===== config.mk =====
export PLATFORM = sky130hd
export DESIGN_NAME = fpaddsub_lzc_pipe
export DESIGN_NICKNAME = d
export VERILOG_FILES = /design/src/rtl/fpaddsub_lzc_pipe.sv
export SDC_FILE = /design/constraint.sdc
export NUM_CORES = 1
export LEC_CHECK = 0
export CORE_AREA = 3 3 115 117
export DETAILED_ROUTE_END_ITERATION = 8
export DIE_AREA = 0 0 118 120
export HOLD_SLACK_MARGIN = 0.02
export PLACE_DENSITY = 0.68
export SLEW_MARGIN = 20
export SYNTH_ARGS = -nofsm -noshare
export SYNTH_HDL_FRONTEND = slang
export SYNTH_SLANG_ARGS = --single-unit

===== constraint.sdc =====
create_clock -name clk -period 4.4 [get_ports clk]
set_clock_uncertainty 0.05 [all_clocks]
set_input_delay 0.44 -clock clk [delete_from_list [all_inputs] [get_ports clk]]
set_output_delay 0.44 -clock clk [all_outputs]
set_load 0.01 [all_outputs]

===== src/rtl/fpaddsub_lzc_pipe.sv =====
// Two-stage leading-zero count and normalising left shift with valid/ready flow control.
// Stage 1 counts zeros per GROUP-bit group; stage 2 picks the first non-zero group and shifts.
module fpaddsub_lzc_pipe #(
  parameter int WIDTH = 32,
  parameter int GROUP = 8,
  parameter int TAG_W = 4,
  localparam int ZW   = $clog2(WIDTH) + 1
) (
  input  logic             clk,
  input  logic             rst,
  input  logic             in_valid,
  output logic             in_ready,
  input  logic [WIDTH-1:0] A,
  input  logic [TAG_W-1:0] in_tag,
  output logic             out_valid,
  input  logic             out_ready,
  output logic [ZW-1:0]    Z,
  output logic [WIDTH-1:0] N,
  output logic             zero,
  output logic [TAG_W-1:0] out_tag
);

  localparam int NG = WIDTH / GROUP;
  localparam int GW = $clog2(GROUP) + 1;

  // Handshake: a word transfers on a rising edge where valid & ready are both high.
  // One global enable advances both stages together; when the output is held the
  // whole pipe freezes, so in_ready is simply that enable.
  logic en;
  assign en       = !out_valid || out_ready;
  assign in_ready = en;

  function automatic logic [GW-1:0] grp_lzc(input logic [GROUP-1:0] g);
    logic [GW-1:0] c;
    c = GW'(GROUP);
    for (int i = 0; i < GROUP; i++) begin
      if (g[i]) c = GW'(GROUP - 1 - i);
    end
    return c;
  endfunction

  // Stage 1 state
  logic             v1_q;
  logic [WIDTH-1:0] a1_q;
  logic [TAG_W-1:0] tag1_q;
  logic [GW-1:0]    gcnt_q [NG];
  logic [GW-1:0]    gcnt_d [NG];
  logic [NG-1:0]    gzero_q, gzero_d;

  // Stage 2 state
  logic             v2_q;
  logic [ZW-1:0]    z2_q, z_d;
  logic [WIDTH-1:0] n2_q, n_d;
  logic             zero2_q, zero_d;
  logic [TAG_W-1:0] tag2_q;

  // Group 0 is the most significant group.
  always_comb begin
    logic [GROUP-1:0] grp;
    grp     = '0;
    gzero_d = '0;
    for (int g = 0; g < NG; g++) begin
      grp        = A[WIDTH-1-g*GROUP -: GROUP];
      gcnt_d[g]  = grp_lzc(grp);
      gzero_d[g] = (grp == '0);
    end
  end

  // Scanning from the least significant group upward leaves the first non-zero group's count.
  always_comb begin
    z_d = ZW'(WIDTH);
    for (int g = NG - 1; g >= 0; g--) begin
      if (!gzero_q[g]) z_d = ZW'(g * GROUP) + ZW'(gcnt_q[g]);
    end
    n_d    = a1_q << z_d;
    zero_d = &gzero_q;
  end

  always_ff @(posedge clk) begin
    if (rst) begin
      v1_q    <= 1'b0;
      a1_q    <= '0;
      tag1_q  <= '0;
      gcnt_q  <= '{default: '0};
      gzero_q <= '0;
      v2_q    <= 1'b0;
      z2_q    <= '0;
      n2_q    <= '0;
      zero2_q <= 1'b0;
      tag2_q  <= '0;
    end else if (en) begin
      v1_q    <= in_valid;
      a1_q    <= A;
      tag1_q  <= in_tag;
      gcnt_q  <= gcnt_d;
      gzero_q <= gzero_d;
      v2_q    <= v1_q;
      z2_q    <= z_d;
      n2_q    <= n_d;
      zero2_q <= zero_d;
      tag2_q  <= tag1_q;
    end
  end

  assign out_valid = v2_q;
  assign Z         = z2_q;
  assign N         = n2_q;
  assign zero      = zero2_q;
  assign out_tag   = tag2_q;

endmodule

==> flow_summary_export.csv, run 1 <==
group,metric,value,unit
routing,viasPerCell,5.92,
logic_synthesis,synth_top_area_frac,0.363,
floorplanning,die_area,0.0142,mm2
logic_synthesis,syn-num-nets,767,
worst_setup_path,path_cells,"and2_1 -> o221ai_1 -> nand2_1 -> buf_4 -> nor2_1 -> a221oi_2 -> nand2_1 -> a32o_1",
worst_setup_path,critPathRequiredTime,4.60,ns
sta,min_period,3.16,ns
worst_setup_path,critPathLaunchType,"flop",
placed_design,hpwl,13300,um
logic_synthesis,synth-main-ff-cell,"dfxtp_1",
worst_setup_path,crit_buf_inv,1,
grt,grt_max_degree,71,
cts,post_cts_buffers,0,
worst_setup_path,path_delay_family,"simple AND/OR/NAND/NOR gates",
sta,max_freq,316,MHz
flow_run,drv_cap,0,
worst_setup_path,critical_path.startpoint,"gzero_q[0]$_SDFFE_PP0P_",
layout,area_growth,21.4,%
worst_setup_path,reg2reg_depth,8,
pwr,ir_drop,185,uV
worst_setup_path,critical_path_arrival,3.36,ns
logic_synthesis,synth_cell_types,54,
sta,drv_slew,0,
cts,cts_resized,0,
floorplanning,ios,85,
cts,ctsHoldBuffers,0,
sta,tightest_slew,0.969,ns
logic_synthesis,netlist_top_cells_area,"dfxtp_1 (36%), nand2_1 (11%), mux2i_1 (11%)",
floorplanning,core-area,0.0125,mm2
grt,antenna_found_initial,0,
grt,grt_use_total,0.251,
sta,setup_ws,1.24,ns
logic_synthesis,avgSynthCellArea,7.67,um2
logic_synthesis,synth_top_cell_by_area,"dfxtp_1",
floorplanning,dieHeight,120,um
floorplanning,start_util,0.447,
pwr,p_per_area,318,mW/mm2
logic_synthesis,yosys_warnings,0,
logic_synthesis,synth_top_cells_by_count,"nand2_1 (165), dfxtp_1 (101), a21oi_1 (87)",
logic_synthesis,netlist_instances,727,
cts,cts_tree,"done",
cts,clock_path_buffers,2,
sta,slew_headroom,0.352,
cts,cts_buffers,9,
grt,overflow,0,
worst_setup_path,path_class,"reg -> reg",
sta,setup_tns,0,ns
floorplanning,rows,41,
worst_hold_path,hold_path_depth,2,
worst_hold_path,worstHoldEndpoint,"out_tag[0]$_SDFFE_PP0P_",
logic_synthesis,yosysMostFrequentCell,"nand2_1",
layout,regArea,0.00202,mm2
layout,layout.cells.non_filler,957,
run_status,status,"finished, final reports clean",
worst_setup_path,r2r-end,"N[14]$_SDFFE_PP0P_",
cts,cts_root_buf,"clkbuf_16",
sta,rsz0062_at_grt,"false",
worst_setup_path,worst_setup_path_end_kind,"flop",
layout,drive_gt1_frac,0.0535,
layout,multi_input_area,0.00328,mm2
layout,final_nets,820,
grt,grt_first_pass_wirelength,28500,um
logic_synthesis,async_flop_share,0,
cts,htreeDepth,3,
logic_synthesis,synth_area,0.00557,mm2
layout,n_antenna_cell,0,
logic_synthesis,ys_seq_area_frac,0.363,
routing,routedWlPerCell,18.5,um
sta,finalSetupViolations,0,
worst_setup_path,timing.critical_path.mode_cell,"nand2_1",
cts,clk_pin_slew,0.07,ns
placed_design,pre_cts_ws,1.29,ns
routing,drt_iter0_markers,622,
grt,grt_pass1_vias,5387,
cts,insertion_delay,0.35,ns
placed_design,port_buffers,84,
worst_setup_path,reg2reg_slack,1.24,ns
pwr,leakagePower,2.74,nW
routing,via_count,5663,
placed_design,dpl.cell_count,941,
placed_design,place.gp.congestion,0.967,
worst_hold_path,hp-class,"reg -> reg",
cts,cts.sinks,101,
routing,routed_wl,17700,um
routing,drt_first_pass_iters,6,
sta,finalCritPeriodShare,0.718,
logic_synthesis,synth_edf_count,0,
worst_hold_path,min_from,"out_tag[0]$_SDFFE_PP0P_",
routing,drc,0,
routing,antenna_left,0,
floorplanning,die_w,118,um
sta,finalHoldViolations,0,
worst_setup_path,cp_max_fo,22,
logic_synthesis,ys_ff_latch,101,
layout,n_fill_cell,1256,
worst_setup_path,reg2reg_from,"gzero_q[0]$_SDFFE_PP0P_",
worst_setup_path,max_stage_delay,0.73,ns
worst_setup_path,slowest_stage,"nand2_1",
==> power breakdown <==
| group | switching, mW | internal [mW] |
|---|---|---|
| clock | 0.339 | 0.414 |
| combinational | 0.214 | 0.173 |
| sequential | 0.0437 | 0.965 |
| total | 0.598 | 1.55 |
==> routing by layer <==
metal,routed length [um],share of wire,up-vias,track usage
met1,8070,0.46,2705,0.330
met2,8010,0.45,200,0.401
met4,621,0.035,0,0.119
met3,1030,0.058,34,0.0438
met5,0,0,-,0
li1,-,-,2724,-
==> cells by family after synthesis <==
| logic type | Yosys count | synth area share |
|---|---|---|
| buffers and inverters | 66 | 0.0546 |
| AO/OA/AOI/OAI | 202 | 0.246 |
| AND/OR/NAND/NOR | 296 | 0.225 |
| flip-flops | 101 | 0.363 |
| multiplexers | 62 | 0.112 |
==> through the flow <==
step                cell area [um2]  power [mW]  utilization  hold slack, ns
CTS                            6770        2.17        0.543           0.406
global route                   6770        2.25        0.543           0.428
floorplan                      5570        1.24            -           0.377
global placement               6480        1.41        0.520           0.386
finish                         6770        2.15        0.543           0.402
detailed placement             6490        1.41        0.520           0.393
==> flip-flops by register name, summed over array words and instances (netlist names) <==
| register | count |
|---|---|
| N | 32 |
| Z | 6 |
| a1_q | 32 |
| v1_q | 1 |
| tag1_q | 4 |
| out_tag | 4 |
| zero | 1 |
| gzero_q | 4 |
| out_valid | 1 |
| gcnt_q | 16 |
==> worst max path at each step <==
| stage | to | depth (start not counted) |
|---|---|---|
| 6_report | N[14]$_SDFFE_PP0P_ | 8 |
| 3_5_place_dp | N[11]$_SDFFE_PP0P_ | 8 |
| 5_1_grt | N[11]$_SDFFE_PP0P_ | 8 |
| 4_1_cts | N[25]$_SDFFE_PP0P_ | 8 |
| 2_1_floorplan | N[25]$_SDFFE_PP0P_ | 8 |
| 3_3_place_gp | N[25]$_SDFFE_PP0P_ | 8 |
==> final cells by class <==
cell class              count  share of cell area
well taps                 172              0.0318
inverters                  12             0.00666
flip-flops and latches    101               0.299
clock inverters             3             0.00296
clock buffers              13              0.0385
repair buffers             96               0.137
multi-input cells         560               0.485
==> placed cells by master, fill, tap and decap left out, drive strengths merged, types with 6 or more instances in the layout <==
master and instances:
o221ai 7, a31oi 7, a32oi 11, a22oi 13
nor3 11, a211oi 7, dfxtp 101, nand2 165
o211ai 8, inv 12, and3 8, nor4 6
o21ai 10, nor2 62, o22a 6, mux2i 59
clkbuf 13, a21oi 88, clkdlybuf4s50 83, nand3 20
buf 13
==> tightest hold or removal path, cell delays in order, from the launching register on <==
cell,delay (ns)
dfxtp_1,0.31
nand2_1,0.05
a21oi_1,0.05
Power figures use the tool's default switching activity.
==> inputs of run 2 (changes only) <==
==> constraint.sdc (replaced) <==
create_clock -name clk -period 3.1 [get_ports clk]
set_clock_uncertainty 0.05 [all_clocks]
set_input_delay 0.31 -clock clk [delete_from_list [all_inputs] [get_ports clk]]
set_output_delay 0.31 -clock clk [all_outputs]
set_load 0.01 [all_outputs]
==> flow_summary_export.csv, run 2 (synthesis gave the netlist of run 1 again) <==
group,metric,value,unit
worst_hold_path,hp-class,"reg -> reg",
routing,drt_first_pass_iters,5,
sta,min_period,2.86,ns
layout,final_nets,848,
placed_design,placed_area,0.00672,mm2
pwr,internal_power,2.34,mW
sta,drv_slew,0,
cts,cts.sinks,101,
layout,drive_gt1_frac,0.0861,
floorplanning,rows,41,
grt,grt_use_total,0.251,
pwr,leakagePower,2.91,nW
placed_design,dpl.cell_count,967,
layout,final_area,0.00704,mm2
cts,clock_path_buffers,2,
routing,drt_iter0_markers,487,
routing,viasPerCell,5.86,
pwr,power.share.combinational,0.184,
sta,finalHoldViolations,0,
sta,max_freq,350,MHz
sta,rsz0062_at_grt,"false",
sta,tightest_slew,0.989,ns
placed_design,hpwl,13400,um
cts,insertion_delay,0.35,ns
pwr,power.switching,0.857,mW
pwr,p_clk_frac,0.367,
cts,ctsHoldBuffers,0,
sta,finalCritPeriodShare,0.922,
routing,antenna_left,0,
grt,grt_max_degree,96,
placed_design,pre_cts_ws,0.138,ns
floorplanning,die_area,0.0142,mm2
floorplanning,ios,85,
pwr,p_total,3.19,mW
sta,slew_headroom,0.338,
routing,routedWlPerCell,18.2,um
worst_setup_path,critPathRequiredTime,3.27,ns
pwr,p_seq_frac,0.449,
pwr,p_sw_frac,0.268,
pwr,p_per_area,453,mW/mm2
cts,cts_tree,"done",
layout,layout.cells.non_filler,985,
routing,via_count,5773,
worst_setup_path,worst_setup_path_end_kind,"flop",
layout,area_growth,26.4,%
floorplanning,dieHeight,120,um
grt,overflow,0,
worst_setup_path,cp_max_fo,11,
cts,cts_root_buf,"clkbuf_16",
sta,setup_tns,0,ns
cts,htreeDepth,3,
grt,grt_pass1_vias,5404,
routing,routed_wl,17900,um
sta,setup_ws,0.241,ns
placed_design,place.gp.congestion,0.942,
routing,drc,0,
grt,grt_first_pass_wirelength,28300,um
layout,n_antenna_cell,0,
placed_design,port_buffers,84,
sta,holdWs,0.401,ns
layout,postLayoutCoreUtil,0.565,
floorplanning,start_util,0.447,
cts,clk_pin_slew,0.06,ns
sta,finalSetupViolations,0,
floorplanning,core-area,0.0125,mm2
worst_setup_path,critical_path_arrival,3.03,ns
flow_run,drv_cap,0,
run_status,status,"finished, final reports clean",
layout,final_cell_mix,"nand2_1 (165), dfxtp_1 (101), a21oi_1 (87)",
layout,final_common_cell,"nand2_1",
worst_setup_path,critPathLaunchType,"flop",
pwr,ir_drop,357,uV
cts,cts_buffers,9,
grt,antenna_found_initial,0,
worst_setup_path,path_class,"reg -> reg",
floorplanning,die_w,118,um
## run 2: power by group through the flow
stage	sequential (mW)	combinational (mW)	clock [mW]
global route	1.44	0.637	1.24
CTS	1.43	0.586	1.20
detailed placement	1.46	0.583	0
floorplan	1.46	0.307	0
global placement	1.46	0.577	0
finish	1.43	0.589	1.17
## run 2: worst paths after layout
path,cells after the start,start,endpoint,slack (ns)
max,8,gzero_q[2]$_SDFFE_PP0P_,N[29]$_SDFFE_PP0P_,0.24
min,2,gcnt_q[7]$_SDFFE_PP0P_,gcnt_q[7]$_SDFFE_PP0P_,0.40
max reg2reg,8,gzero_q[2]$_SDFFE_PP0P_,N[29]$_SDFFE_PP0P_,0.24
min reg2reg,2,gcnt_q[7]$_SDFFE_PP0P_,gcnt_q[7]$_SDFFE_PP0P_,0.40
## run 2: area by class of cell
class	count	area (um2)
Inverter	12	45.0
Tap cell	172	215
Timing Repair Buffer	124	1170
Clock buffer	13	270
Fill cell	1200	5420
Clock inverter	3	42.5
Multi-Input combinational cell	560	3270
Sequential cell	101	2020
## run 2: metal layers
layer	share of wire	track usage
met5	0	0
met4	0.034	0.113
met3	0.066	0.0353
met2	0.46	0.407
met1	0.44	0.333
## run 2: worst max-delay path, stage by stage (launching register included)
cell and delay (ns):
dfxtp_1 0.46, buf_4 0.20, nand2_1 0.07, o221a_2 0.26, nor2_2 0.58, mux2i_1 0.26, a22o_1 0.32, a2111oi_0 0.41
a31oi_1 0.13
## run 2: what timing repair did
item / CTS / global route
hold endpoints to repair: 0 / 0
setup endpoints to repair: 0 / 6
resized for setup: 0 / 0
buffers inserted: 0 / 2
